### config.mk
export PLATFORM = sky130hd
export DESIGN_NAME = load_store_unit
export DESIGN_NICKNAME = d
export VERILOG_FILES = /design/src/rtl/load_store_unit.sv
export SDC_FILE = /design/constraint.sdc
export NUM_CORES = 1
export LEC_CHECK = 0
export CORE_MARGIN = 2
export CORE_UTILIZATION = 30
export DETAILED_ROUTE_END_ITERATION = 7
export PLACE_DENSITY = 0.63
export SYNTH_ARGS = -nofsm -noshare
export SYNTH_HDL_FRONTEND = slang
export SYNTH_SLANG_ARGS = --single-unit
### constraint.sdc
create_clock -name clk -period 4.6 [get_ports clk]
set_clock_uncertainty 0.2 [all_clocks]
set_input_delay 0.46 -clock clk [delete_from_list [all_inputs] [get_ports clk]]
set_output_delay 0.46 -clock clk [all_outputs]
set_load 0.01 [all_outputs]
### src/rtl/load_store_unit.sv
// Load/store unit: turns byte/half/word load and store requests into word-wide accesses to an
// asynchronous-read, synchronous-write data memory. Sub-word stores do a read-modify-write.
//
// Ports:
//   clk, reset           rising-edge clock, synchronous active-high reset
//   req_valid/req_ready  request handshake; all req_* fields are latched on accept
//   req_write            1 = store, 0 = load
//   req_size             00 byte, 01 half, 10 word, 11 illegal
//   req_unsigned         loads only: 1 zero-extend, 0 sign-extend
//   req_addr, req_wdata  byte address and right-justified store data
//   resp_valid           one-cycle completion pulse
//   resp_rdata           extended load data (0 for stores and errors)
//   resp_error           misaligned or illegal-size request, qualified by resp_valid
//   mem_*                word-aligned data-memory interface
//   busy                 high whenever the unit is not idle
module load_store_unit #(
  parameter int unsigned ADDR_W = 8
) (
  input  logic              clk,
  input  logic              reset,
  input  logic              req_valid,
  output logic              req_ready,
  input  logic              req_write,
  input  logic [1:0]        req_size,
  input  logic              req_unsigned,
  input  logic [ADDR_W-1:0] req_addr,
  input  logic [31:0]       req_wdata,
  output logic              resp_valid,
  output logic [31:0]       resp_rdata,
  output logic              resp_error,
  output logic [ADDR_W-1:0] mem_addr,
  output logic [31:0]       mem_write_data,
  input  logic [31:0]       mem_read_data,
  output logic              mem_memread,
  output logic              mem_memwrite,
  output logic              busy
);

  localparam logic [1:0] SizeByte = 2'b00;
  localparam logic [1:0] SizeHalf = 2'b01;
  localparam logic [1:0] SizeWord = 2'b10;

  typedef enum logic [2:0] {
    StIdle,
    StRead,
    StRmwRead,
    StWrite,
    StResp
  } state_e;

  state_e state_q, state_d;

  // Latched request fields and response data.
  logic              write_q, write_d;
  logic [1:0]        size_q, size_d;
  logic              uns_q, uns_d;
  logic [ADDR_W-1:0] addr_q, addr_d;
  logic [31:0]       wdata_q, wdata_d;  // store data; holds the merged word after RMW_READ
  logic [31:0]       rdata_q, rdata_d;
  logic              error_q, error_d;

  logic accept;
  logic req_bad;

  // Illegal size or an address not aligned to the access size.
  function automatic logic is_bad_request(input logic [1:0] size, input logic [1:0] lane);
    logic bad;
    unique case (size)
      SizeByte: bad = 1'b0;
      SizeHalf: bad = lane[0];
      SizeWord: bad = (lane != 2'b00);
      default:  bad = 1'b1;
    endcase
    return bad;
  endfunction

  // Pick the addressed lane out of a memory word and sign/zero-extend it.
  function automatic logic [31:0] load_extract(input logic [31:0] word, input logic [1:0] size,
                                               input logic [1:0] lane, input logic is_unsigned);
    logic [7:0]  b;
    logic [15:0] h;
    logic [31:0] res;
    unique case (lane)
      2'd0:    b = word[7:0];
      2'd1:    b = word[15:8];
      2'd2:    b = word[23:16];
      default: b = word[31:24];
    endcase
    h = lane[1] ? word[31:16] : word[15:0];
    unique case (size)
      SizeByte: res = {{24{~is_unsigned & b[7]}}, b};
      SizeHalf: res = {{16{~is_unsigned & h[15]}}, h};
      default:  res = word;
    endcase
    return res;
  endfunction

  // Overlay the store lane(s) of the right-justified store data onto the old memory word.
  function automatic logic [31:0] store_merge(input logic [31:0] old, input logic [31:0] wdata,
                                              input logic [1:0] size, input logic [1:0] lane);
    logic [31:0] res;
    res = old;
    unique case (size)
      SizeByte: begin
        unique case (lane)
          2'd0:    res[7:0]   = wdata[7:0];
          2'd1:    res[15:8]  = wdata[7:0];
          2'd2:    res[23:16] = wdata[7:0];
          default: res[31:24] = wdata[7:0];
        endcase
      end
      SizeHalf: begin
        if (lane[1]) begin
          res[31:16] = wdata[15:0];
        end else begin
          res[15:0] = wdata[15:0];
        end
      end
      default: res = wdata;
    endcase
    return res;
  endfunction

  assign accept  = req_valid && req_ready;
  assign req_bad = is_bad_request(req_size, req_addr[1:0]);

  // State register.
  always_ff @(posedge clk) begin
    if (reset) begin
      state_q <= StIdle;
    end else begin
      state_q <= state_d;
    end
  end

  // Next-state logic.
  always_comb begin
    state_d = state_q;
    unique case (state_q)
      StIdle: begin
        if (accept) begin
          if (req_bad) begin
            state_d = StResp;
          end else if (!req_write) begin
            state_d = StRead;
          end else if (req_size == SizeWord) begin
            state_d = StWrite;
          end else begin
            state_d = StRmwRead;
          end
        end
      end
      StRead:    state_d = StResp;
      StRmwRead: state_d = StWrite;
      StWrite:   state_d = StResp;
      StResp:    state_d = StIdle;
      default:   state_d = StIdle;
    endcase
  end

  // Outputs. Memory strobes and req_ready are masked by reset so a reset landing in WRITE
  // commits nothing.
  always_comb begin
    req_ready      = (state_q == StIdle) && !reset;
    busy           = (state_q != StIdle);
    resp_valid     = (state_q == StResp);
    resp_error     = (state_q == StResp) && error_q;
    resp_rdata     = ((state_q == StResp) && !write_q) ? rdata_q : 32'h0;
    mem_memread    = ((state_q == StRead) || (state_q == StRmwRead)) && !reset;
    mem_memwrite   = (state_q == StWrite) && !reset;
    mem_addr       = '0;
    mem_write_data = 32'h0;
    if ((state_q == StRead) || (state_q == StRmwRead) || (state_q == StWrite)) begin
      mem_addr = {addr_q[ADDR_W-1:2], 2'b00};
    end
    if (state_q == StWrite) begin
      mem_write_data = wdata_q;
    end
  end

  // Datapath next-state.
  always_comb begin
    write_d = write_q;
    size_d  = size_q;
    uns_d   = uns_q;
    addr_d  = addr_q;
    wdata_d = wdata_q;
    rdata_d = rdata_q;
    error_d = error_q;
    if (accept) begin
      write_d = req_write;
      size_d  = req_size;
      uns_d   = req_unsigned;
      addr_d  = req_addr;
      wdata_d = req_wdata;
      rdata_d = 32'h0;
      error_d = req_bad;
    end
    if (state_q == StRead) begin
      rdata_d = load_extract(mem_read_data, size_q, addr_q[1:0], uns_q);
    end
    if (state_q == StRmwRead) begin
      wdata_d = store_merge(mem_read_data, wdata_q, size_q, addr_q[1:0]);
    end
  end

  // Datapath registers.
  always_ff @(posedge clk) begin
    if (reset) begin
      write_q <= 1'b0;
      size_q  <= 2'b00;
      uns_q   <= 1'b0;
      addr_q  <= '0;
      wdata_q <= 32'h0;
      rdata_q <= 32'h0;
      error_q <= 1'b0;
    end else begin
      write_q <= write_d;
      size_q  <= size_d;
      uns_q   <= uns_d;
      addr_q  <= addr_d;
      wdata_q <= wdata_d;
      rdata_q <= rdata_d;
      error_q <= error_d;
    end
  end

endmodule

==> impl_metrics.ini <==
[die]
fp.dieW_um = 128.5
num_rows = 45
die_y_um = 128.5
io_pins = 157
core_mm2 = 0.01520
die-area_mm2 = 0.01652
start_util = 0.3060

[synth]
synthArstFlopShare = 0
ys_seq_area_frac = 0.3443
ys_ff_latch = 80
avgSynthCellArea_um2 = 8.234
ys.flop_type = dfxtp_1
synth_edf_count = 0
synth_cell_type_count = 45
yosysWarnings = 0
netlist_area_mm2 = 0.004652
syn_inst = 565

[sta]
final-setup-viol-count = 0
fin_tns_setup_ps = 0
rsz0062_at_grt = no
fmax_ghz = 0.3151
relSlewSlack = 0.1589
period_needed_ps = 3173
worstMarginPinSlew_ps = 1262
hold_violations = 0
maxSlewViolCount = 0
finalCritPeriodShare = 0.6898

[drt]
ant_nets = 0
firstDrtPassIters = 5
drt_iter0_drc = 299
drt-wirelength-per-cell_um = 18.34
vias = 4527
viasPerCell = 5.162
routed_wl_um = 16090
drc_errors = 0

[clock_network]
cts.clk_slew.worst_paths_ps = 60
cts-root-buf = clkbuf_16
cts_hold_buffers = 0
cts_buffers = 9
clk_latency_ps = 340
clock_sinks = 80
cts_setup_buffers = 0
htree_levels = 3
cts_buffer_depth = 2
cts.repair.resized = 0
cts_tree = built

[worst_setup_path]
worstPathRequired_ps = 3940
cp_slowest_cell = and3b_1
slowest_delay_ps = 780
worstPathArrival_ps = 2510
crit_family = simple AND/OR/NAND/NOR gates
r2r-start = state_q[0]
reg2regPathDepth = 4
setup.worst_path.start_class = flip-flop
critPathLaunch = state_q[1]
endpoint = mem_write_data[18]
crit_path_end_kind = primary output
cp_num_cells = 3
crit_chain = and3b_1 -> and2_1 -> clkdlybuf4s50_1
reg2reg_to = rdata_q[20]
crit_type = flip-flop to primary output
cp.buffers_inverters = 1
crit_path_max_fanout = 33
timing.reg2reg.setup_slack_ps = 1740

[global_routing]
grt_start_max_net_pins = 34
grt.total_usage = 0.1924
overflow = 0
grt_pass1_vias = 4449
antenna_found_initial = 0
grt_pass1_wl_um = 24470

[placed_design]
place.gp.congestion = 0.8606
dpl_cell_area_mm2 = 0.006243
dp.cells = 861
place_hpwl_um = 12470
numPortBuffers = 154

[cells_and_area]
multi_input_area_mm2 = 0.002816
seqCellArea_mm2 = 0.001602
area_delta_synth_final_pct = 41.45
final_layout_size_suffix_gt1_frac = 0.07112
final_cell_mix = clkdlybuf4s50_1 (154), dfxtp_1 (80), and2_1 (73)
final_area_mm2 = 0.006580
finalNonFillerCells = 877
nNetsFinal = 763
antenna_cells = 0
fill_cells = 1496
final_common_cell = clkdlybuf4s50_1

[worst_hold_path]
min_path_cells = 2
min-delay-path-class = flip-flop to flip-flop

[pwr]
peakVddDrop_mv = 0.1627
power_density_mw_per_mm2 = 302.6
p_leak_nw = 2.472

[status]
status = complete, no violations

[run]
drv_cap = 0
[cell type report]
cell class / count / area share
Clock buffer: 10 / 0.03480
Multi-Input combinational cell: 431 / 0.4280
Inverter: 3 / 0.001711
Sequential cell: 80 / 0.2434
Timing Repair Buffer: 159 / 0.2400
Tap cell: 188 / 0.03575
Clock inverter: 6 / 0.01635
[metrics by stage]
step	power [mW]	util	hold WS, ps	worst slack, ps
floorplan	1.019	-	216.7	2454
global placement	1.179	0.4107	240.4	1509
detailed placement	1.185	0.4107	238.1	1384
CTS	1.996	0.4328	253.1	1392
global route	2.068	0.4328	273.6	1142
finish	1.991	0.4328	246.7	1427
[tightest hold or removal path: cells and delay by family (launching register included)]
kind               cells  cell delay [ps]
AOI/OAI and AO/OA      1               50
and+or+nand+nor        1               40
DFF                    1              320
[logic make-up (layout without fill, tap and decap cells)]
kind of cell	count (synthesis)	after routing	share of synthesized area
buffers and inverters	55	178	0.05190
multiplexers	41	41	0.09683
AND/OR/NAND/NOR	248	248	0.2918
AO/OA/AOI/OAI	139	139	0.2125
XOR/XNOR	1	1	0.001883
other	1	2	0.0008061
flip-flops	80	80	0.3443
[metal layers]
layer	track usage	share of wire
met5	0	0
met1	0.2653	0.47
met2	0.3069	0.46
met3	0.02412	0.049
met4	0.07545	0.019
[worst min-delay path by stage]
stage / from / endpoint / slack, ps
5_1_grt: wdata_q[23] / wdata_q[23] / 270
2_1_floorplan: rdata_q[0] / rdata_q[0] / 220
4_1_cts: rdata_q[0] / rdata_q[0] / 250
3_3_place_gp: rdata_q[0] / rdata_q[0] / 240
6_report: rdata_q[0] / rdata_q[0] / 250
3_5_place_dp: rdata_q[0] / rdata_q[0] / 240
[power breakdown]
group | switching, mW | internal, mW | leakage [nW]
Sequential | 0.0526 | 0.743 | 0.654
Combinational | 0.194 | 0.183 | 1.66
Clock | 0.290 | 0.528 | 0.162
Total | 0.537 | 1.45 | 2.47
[state kept, by name, indices dropped and copies added (netlist names)]
| name | cells |
|---|---|
| error_q | 1 |
| rdata_q | 32 |
| write_q | 1 |
| uns_q | 1 |
| wdata_q | 32 |
| state_q | 3 |
| addr_q | 8 |
| size_q | 2 |
[cells in the mapped netlist, types with 2 or more instances]
library cell  instances  area (um^2)
a21oi_1              14        70.07
nand2b_1             34        212.7
a31oi_1               2        12.51
a211oi_1              8        60.06
dfxtp_1              80         1602
mux2_2               22        247.7
nand2_1              44        165.2
mux2i_1              18        180.2
a32o_1               15        150.1
nor2b_1              14        87.58
nor3_1                3        15.01
or2_2                 2        12.51
and3_1                2        12.51
nor2_1               33        123.9
inv_1                 3        11.26
nand3b_1             11        82.58
o22ai_1              17        106.4
and2_1               73        456.7
o21ai_0              44        220.2
a221o_1              16        160.2
a221oi_1              2        17.52
o2bb2ai_1             9        78.83
buf_1                 4        15.01
or3_1                11        68.82
o21a_1                2        15.01
clkbuf_1             34        127.6
or3b_1                3        26.28
o31ai_1               2        15.01
buf_6                 2        22.52
buf_2                 9        45.04
buf_4                 2        15.01
nand3_1              17        85.08
Power figures use the tool's default switching activity.
==> variant 1 (same settings) <==
Take the reset off `addr_q`, `wdata_q` and `rdata_q` and load them in a clocked block of their own.
--- a/src/rtl/load_store_unit.sv
+++ b/src/rtl/load_store_unit.sv
@@ -211,7 +211,4 @@
       size_q  <= 2'b00;
       uns_q   <= 1'b0;
-      addr_q  <= '0;
-      wdata_q <= 32'h0;
-      rdata_q <= 32'h0;
       error_q <= 1'b0;
     end else begin
@@ -219,11 +216,14 @@
       size_q  <= size_d;
       uns_q   <= uns_d;
-      addr_q  <= addr_d;
-      wdata_q <= wdata_d;
-      rdata_q <= rdata_d;
       error_q <= error_d;
     end
   end
 
+  always_ff @(posedge clk) begin
+    addr_q  <= addr_d;
+    wdata_q <= wdata_d;
+    rdata_q <= rdata_d;
+  end
+
 endmodule
 
Function: same outputs for any inputs over 10 cycles, from zero or initial values and one cycle with reset high; that may be too few to reach the edited logic, so the function may still have changed.
==> variant 1 against the original RTL <==
Global-route usage fell by 1.6 points; design area fell by 0.44%; wire length decreased by 9.2%; setup slack got worse by 77 ps; count of clock-buffer cells in the layout grew 2; sequential share of layout area increased by 11 points; synthesized area is 0.56% lower; sequential cell count unchanged; total power fell by 5.4%; via count decreased by 10%.
==> variant 1: results (changes against the original RTL) <==
- Status: complete, no violations
- GR met2 Demand/Resource: 0.2944 (-0.01251)
- DP Wirelength: 11060 um (-11%)
- Placer congestion estimate: 0.8653 (+0.55%)
- Crit path max-delay cell type: or3b_1
- Seq pwr share: 0.474 (+0.075)
- Cell Area, Placed: 6294 um^2 (+0.80%)
- CTS buffer count: 9 (unchanged)
- Share of cells above drive strength 1: 0.05414 (-0.01698)
- Htree depth: 3 (unchanged)
- Setup ws final: 1349 ps (-77.44 ps)
- Clock Tree Buf Depth: 2 (unchanged)
- Vias in the first global route: 4031 (-9.4%)
- Ys flop type: edfxtp_1
- Crit path largest cell delay: 840 ps (+60 ps)
- Global-route wire length before repair: 21960 um (-10%)
- CP Max Fanout: 34 (+3.0%)
- Hold_ws: 305.1 ps (+58.38 ps)
- Met2 routed WL: 6957 um (-6.4%)
- WL met3: 982 um (+24%)
- Placed cell count: 800 (-7.1%)
- Peak supply drop: 0.1396 mV (-14%)
- GRT Overall Usage: 0.1765 (-0.01586)
- Yosys cell types: 39 (-13%)
- Pwr/cell area: 287.7 nW/um^2 (-4.9%)
- Fin cells: 816 (-7.0%)
- Worst slack, placed: 1553 ps (+168.2 ps)
- Clock Power: 0.000635 W (-22%)
- 1st-iter DRT viols: 278 (-7.0%)
- Fin nets: 702 (-8.0%)
- Power Internal: 0.001386 W (-4.7%)
- DR vias/cell: 4.985 (-3.4%)
- M3 GR Usage: 0.05008 (+0.02597)
- R2R Setup Slk: 1770 ps (+30 ps)
- P_leak: 2.474 nW (+0.11%)
- Routed len/inst: 17.90 um (-2.4%)
- WP data arrival: 2590 ps (+80 ps)
- Post-synth EDFFs: 72 (+72)
- Met1 Use GR: 0.2269 (-0.03840)
- Fill count: 1454 (-2.8%)
- Synth top area cells: edfxtp_1 47%, and2_1 9.7%, nand2_1 7.6%
- Largest net degree at the start of global routing: 58 (+71%)
- Multi-input logic area: 2086 um^2 (-26%)
- Syn. warnings: 0 (unchanged)
- Worst Tran Pin Value: 1158 ps (-104.0 ps)
- Synthesized instance count: 487 (-14%)
- Met1 Wirelength: 6441 um (-15%)
- Top cells by count, synth: 94 x nand2_1, 72 x and2_1, 72 x edfxtp_1
- Post-synthesis sequential area ratio: 0.5020 (+0.1578)
==> variant 1: layout make-up <==
class                   instances  area share
clock buffers                  12     0.03610
clock inverters                 4    0.003247
inverters                      15    0.008594
multi-input cells             356      0.3184
flip-flops and latches         80      0.3545
well taps                     188     0.03591
repair buffers                161      0.2433
==> variant 1: cells by family after synthesis <==
kind of cell           after synthesis  synth area share
AND/OR/NAND/NOR                    211            0.2305
other                                1         0.0008107
buffers and inverters               52           0.04923
flip-flops                          80            0.5020
AO/OA/AOI/OAI                      107            0.1371
multiplexers                        36           0.08034
==> variant 1: worst paths after layout <==
path / from / end / depth (start not counted)
worst min-delay path: write_q$_SDFFE_PP0P_ / write_q$_SDFFE_PP0P_ / 2
worst max register to register: addr_q[1]$_DFFE_PP_ / rdata_q[0]$_SDFFCE_PN0P_ / 5
worst min register to register: write_q$_SDFFE_PP0P_ / write_q$_SDFFE_PP0P_ / 2
worst max-delay path: state_q[0]$_SDFFE_PP0P_ / mem_memread / 3
==> variant 2 (same settings) <==
Made on the original files. Change the parameter `ADDR_W` from 8 to 7.
--- a/src/rtl/load_store_unit.sv
+++ b/src/rtl/load_store_unit.sv
@@ -15,5 +15,5 @@
 //   busy                 high whenever the unit is not idle
 module load_store_unit #(
-  parameter int unsigned ADDR_W = 8
+  parameter int unsigned ADDR_W = 7
 ) (
   input  logic              clk,
Interface: changed (resized mem_addr and req_addr); port bits go from 157 to 155. The function was not compared with the original's and may differ.
==> variant 2 against the original RTL <==
Sequential cell count decreased by 1; sequential power decreased by 0.9%; synthesized area decreased by 1.4%; setup slack got worse by 36 ps; highest routed layer unchanged; wire length increased by 2.3%; critical path type unchanged; core utilization decreased by 0.46 points; design area decreased by 1.8%; total power decreased by 4.0%; cell count increased by 2.6%; clock power decreased by 6.0%; largest power group is now registers; die area decreased by 1.3%.
==> variant 2: results (changes against the original RTL) <==
- Status: complete, no violations
- 1st-iter DRT viols: 388 (+30%)
- Top Registers: rdata_q (32), wdata_q (32), addr_q (7)
- Root Buffer Master: clkbuf_16
- Top cells by count, synth: 79 x dfxtp_1, 72 x and2_1, 66 x nand2_1
- Largest net degree at the start of global routing: 34 (unchanged)
- DR vias/cell: 5.260 (+1.9%)
- Final wirelength: 16450 um (+2.3%)
- Vias in the first global route: 4609 (+3.6%)
- Clock Tree Buf Depth: 2 (unchanged)
- CTS buffer count: 9 (unchanged)
- Yosys cell types: 53 (+18%)
- Clock transition at the registers of the reported paths: 60 ps (about the same)
- Hold WC Path Type: reg -> reg
- Max_slew headroom: 0.3753 (+0.2164)
- Peak supply drop: 0.1666 mV (+2.4%)
- Htree depth: 3 (unchanged)
- Hold Path Origin: rdata_q[31]$_SDFFE_PP0P_
- Initial antenna violation count: 0 (unchanged)
- DP Wirelength: 12500 um (+0.22%)
- CP Max Fanout: 33 (unchanged)
- Global-route wire length before repair: 25280 um (+3.3%)
- Post-CTS Setup Bufs: 0 (unchanged)
- Crit Reg-Reg Startpoint: addr_q[1]$_SDFFE_PP0P_
- Hold EP: rdata_q[31]$_SDFFE_PP0P_
- Register-to-Register Path Depth: 4 (unchanged)
- Share of cells above drive strength 1: 0.06461 (-0.006511)
- Syn. warnings: 0 (unchanged)
- P_leak: 2.320 nW (-6.1%)
- Fin nets: 785 (+2.9%)
- Worst Hold Depth: 2 (unchanged)
- WP data arrival: 2550 ps (+40 ps)
- # diodes: 0 (unchanged)
- Top-area cell type share of the netlist area: 0.3447 (+0.0004248)
- GRT Overall Usage: 0.2008 (+0.008437)
- Post-CTS Resized: 0 (unchanged)
- Ys async rst share: 0 (unchanged)
- Synth top area cells: dfxtp_1 34%, and2_1 9.8%, nand2_1 5.4%
- Hold_ws: 245.1 ps (-1.607 ps)
- Crit path max-delay cell type: and3b_1
- Post-synthesis sequential area ratio: 0.3447 (+0.0004248)
- # port buffers: 152 (-1.3%)
- Crit path largest cell delay: 810 ps (+30 ps)
- RR Endpoint: wdata_q[16]$_SDFFE_PP0P_
- DR pass1 iterations: 7 (+2)
- Clock Latency Late Sink: 340 ps (about the same)
- Placer congestion estimate: 0.8868 (+3.0%)
- R2R Setup Slk: 1970 ps (+230 ps)
==> variant 2: final cells by class <==
cell class	count	area, um^2
fillers	1509	8627
multi-input cells	447	2716
flip-flops and latches	79	1582
repair buffers	157	1559
well taps	188	235.2
clock buffers	9	225.2
clock inverters	7	96.34
inverters	13	48.80
==> variant 2: stage by stage <==
| stage | utilization | worst slack (ps) | cell area [um^2] | cells |
|---|---|---|---|---|
| 3_5_place_dp | 0.4070 | 1565 | 6141 | 884 |
| 5_1_grt | 0.4283 | 1119 | 6462 | 900 |
| 2_1_floorplan | - | 2475 | 4592 | 591 |
| 3_3_place_gp | 0.4070 | 1730 | 6141 | 884 |
| 4_1_cts | 0.4283 | 1345 | 6462 | 900 |
| 6_report | 0.4283 | 1391 | 6462 | 900 |
==> variant 2: cell families after synthesis <==
kind of cell / Yosys count / synth area share
AOI/OAI and AO/OA: 144 / 0.2116
muxes: 26 / 0.05781
xor gates and xnor gates: 1 / 0.001909
other: 1 / 0.0008173
and+or+nand+nor: 274 / 0.3182
DFF: 79 / 0.3447
buffers and inverters: 65 / 0.06490
==> variant 2: how the worst max path moves through the flow <==
| stage | startpoint | end | slack (ps) |
|---|---|---|---|
| floorplan | state_q[1]$_SDFFE_PP0P_ | resp_rdata[10] | 2470 |
| global placement | reset | wdata_q[2]$_SDFFE_PP0P_ | 1730 |
| detailed placement | reset | wdata_q[2]$_SDFFE_PP0P_ | 1560 |
| CTS | state_q[1]$_SDFFE_PP0P_ | mem_write_data[15] | 1350 |
| global route | state_q[1]$_SDFFE_PP0P_ | mem_write_data[28] | 1120 |
| finish | state_q[1]$_SDFFE_PP0P_ | mem_write_data[15] | 1390 |
==> variant 2: critical path, delay by kind of cell, from the launching register on <==
kind	cells	cell delay, ps
flip-flops	1	610
buffers and inverters	1	530
AND/OR/NAND/NOR	2	1050
==> variant 2: report_power, final <==
part	switching (W)	internal (W)
logic	0.000188	0.000165
registers	0.0000549	0.000734
clock network	0.000293	0.000477
==> variant 2: layer usage <==
layer  vias up  GRT usage  part of all wire
met2       220     0.3237              0.45
li1       2295          -                 -
met3        14    0.05050             0.086
met4         0    0.04460             0.011
met1      2205     0.2721              0.45
met5         -          0                 0
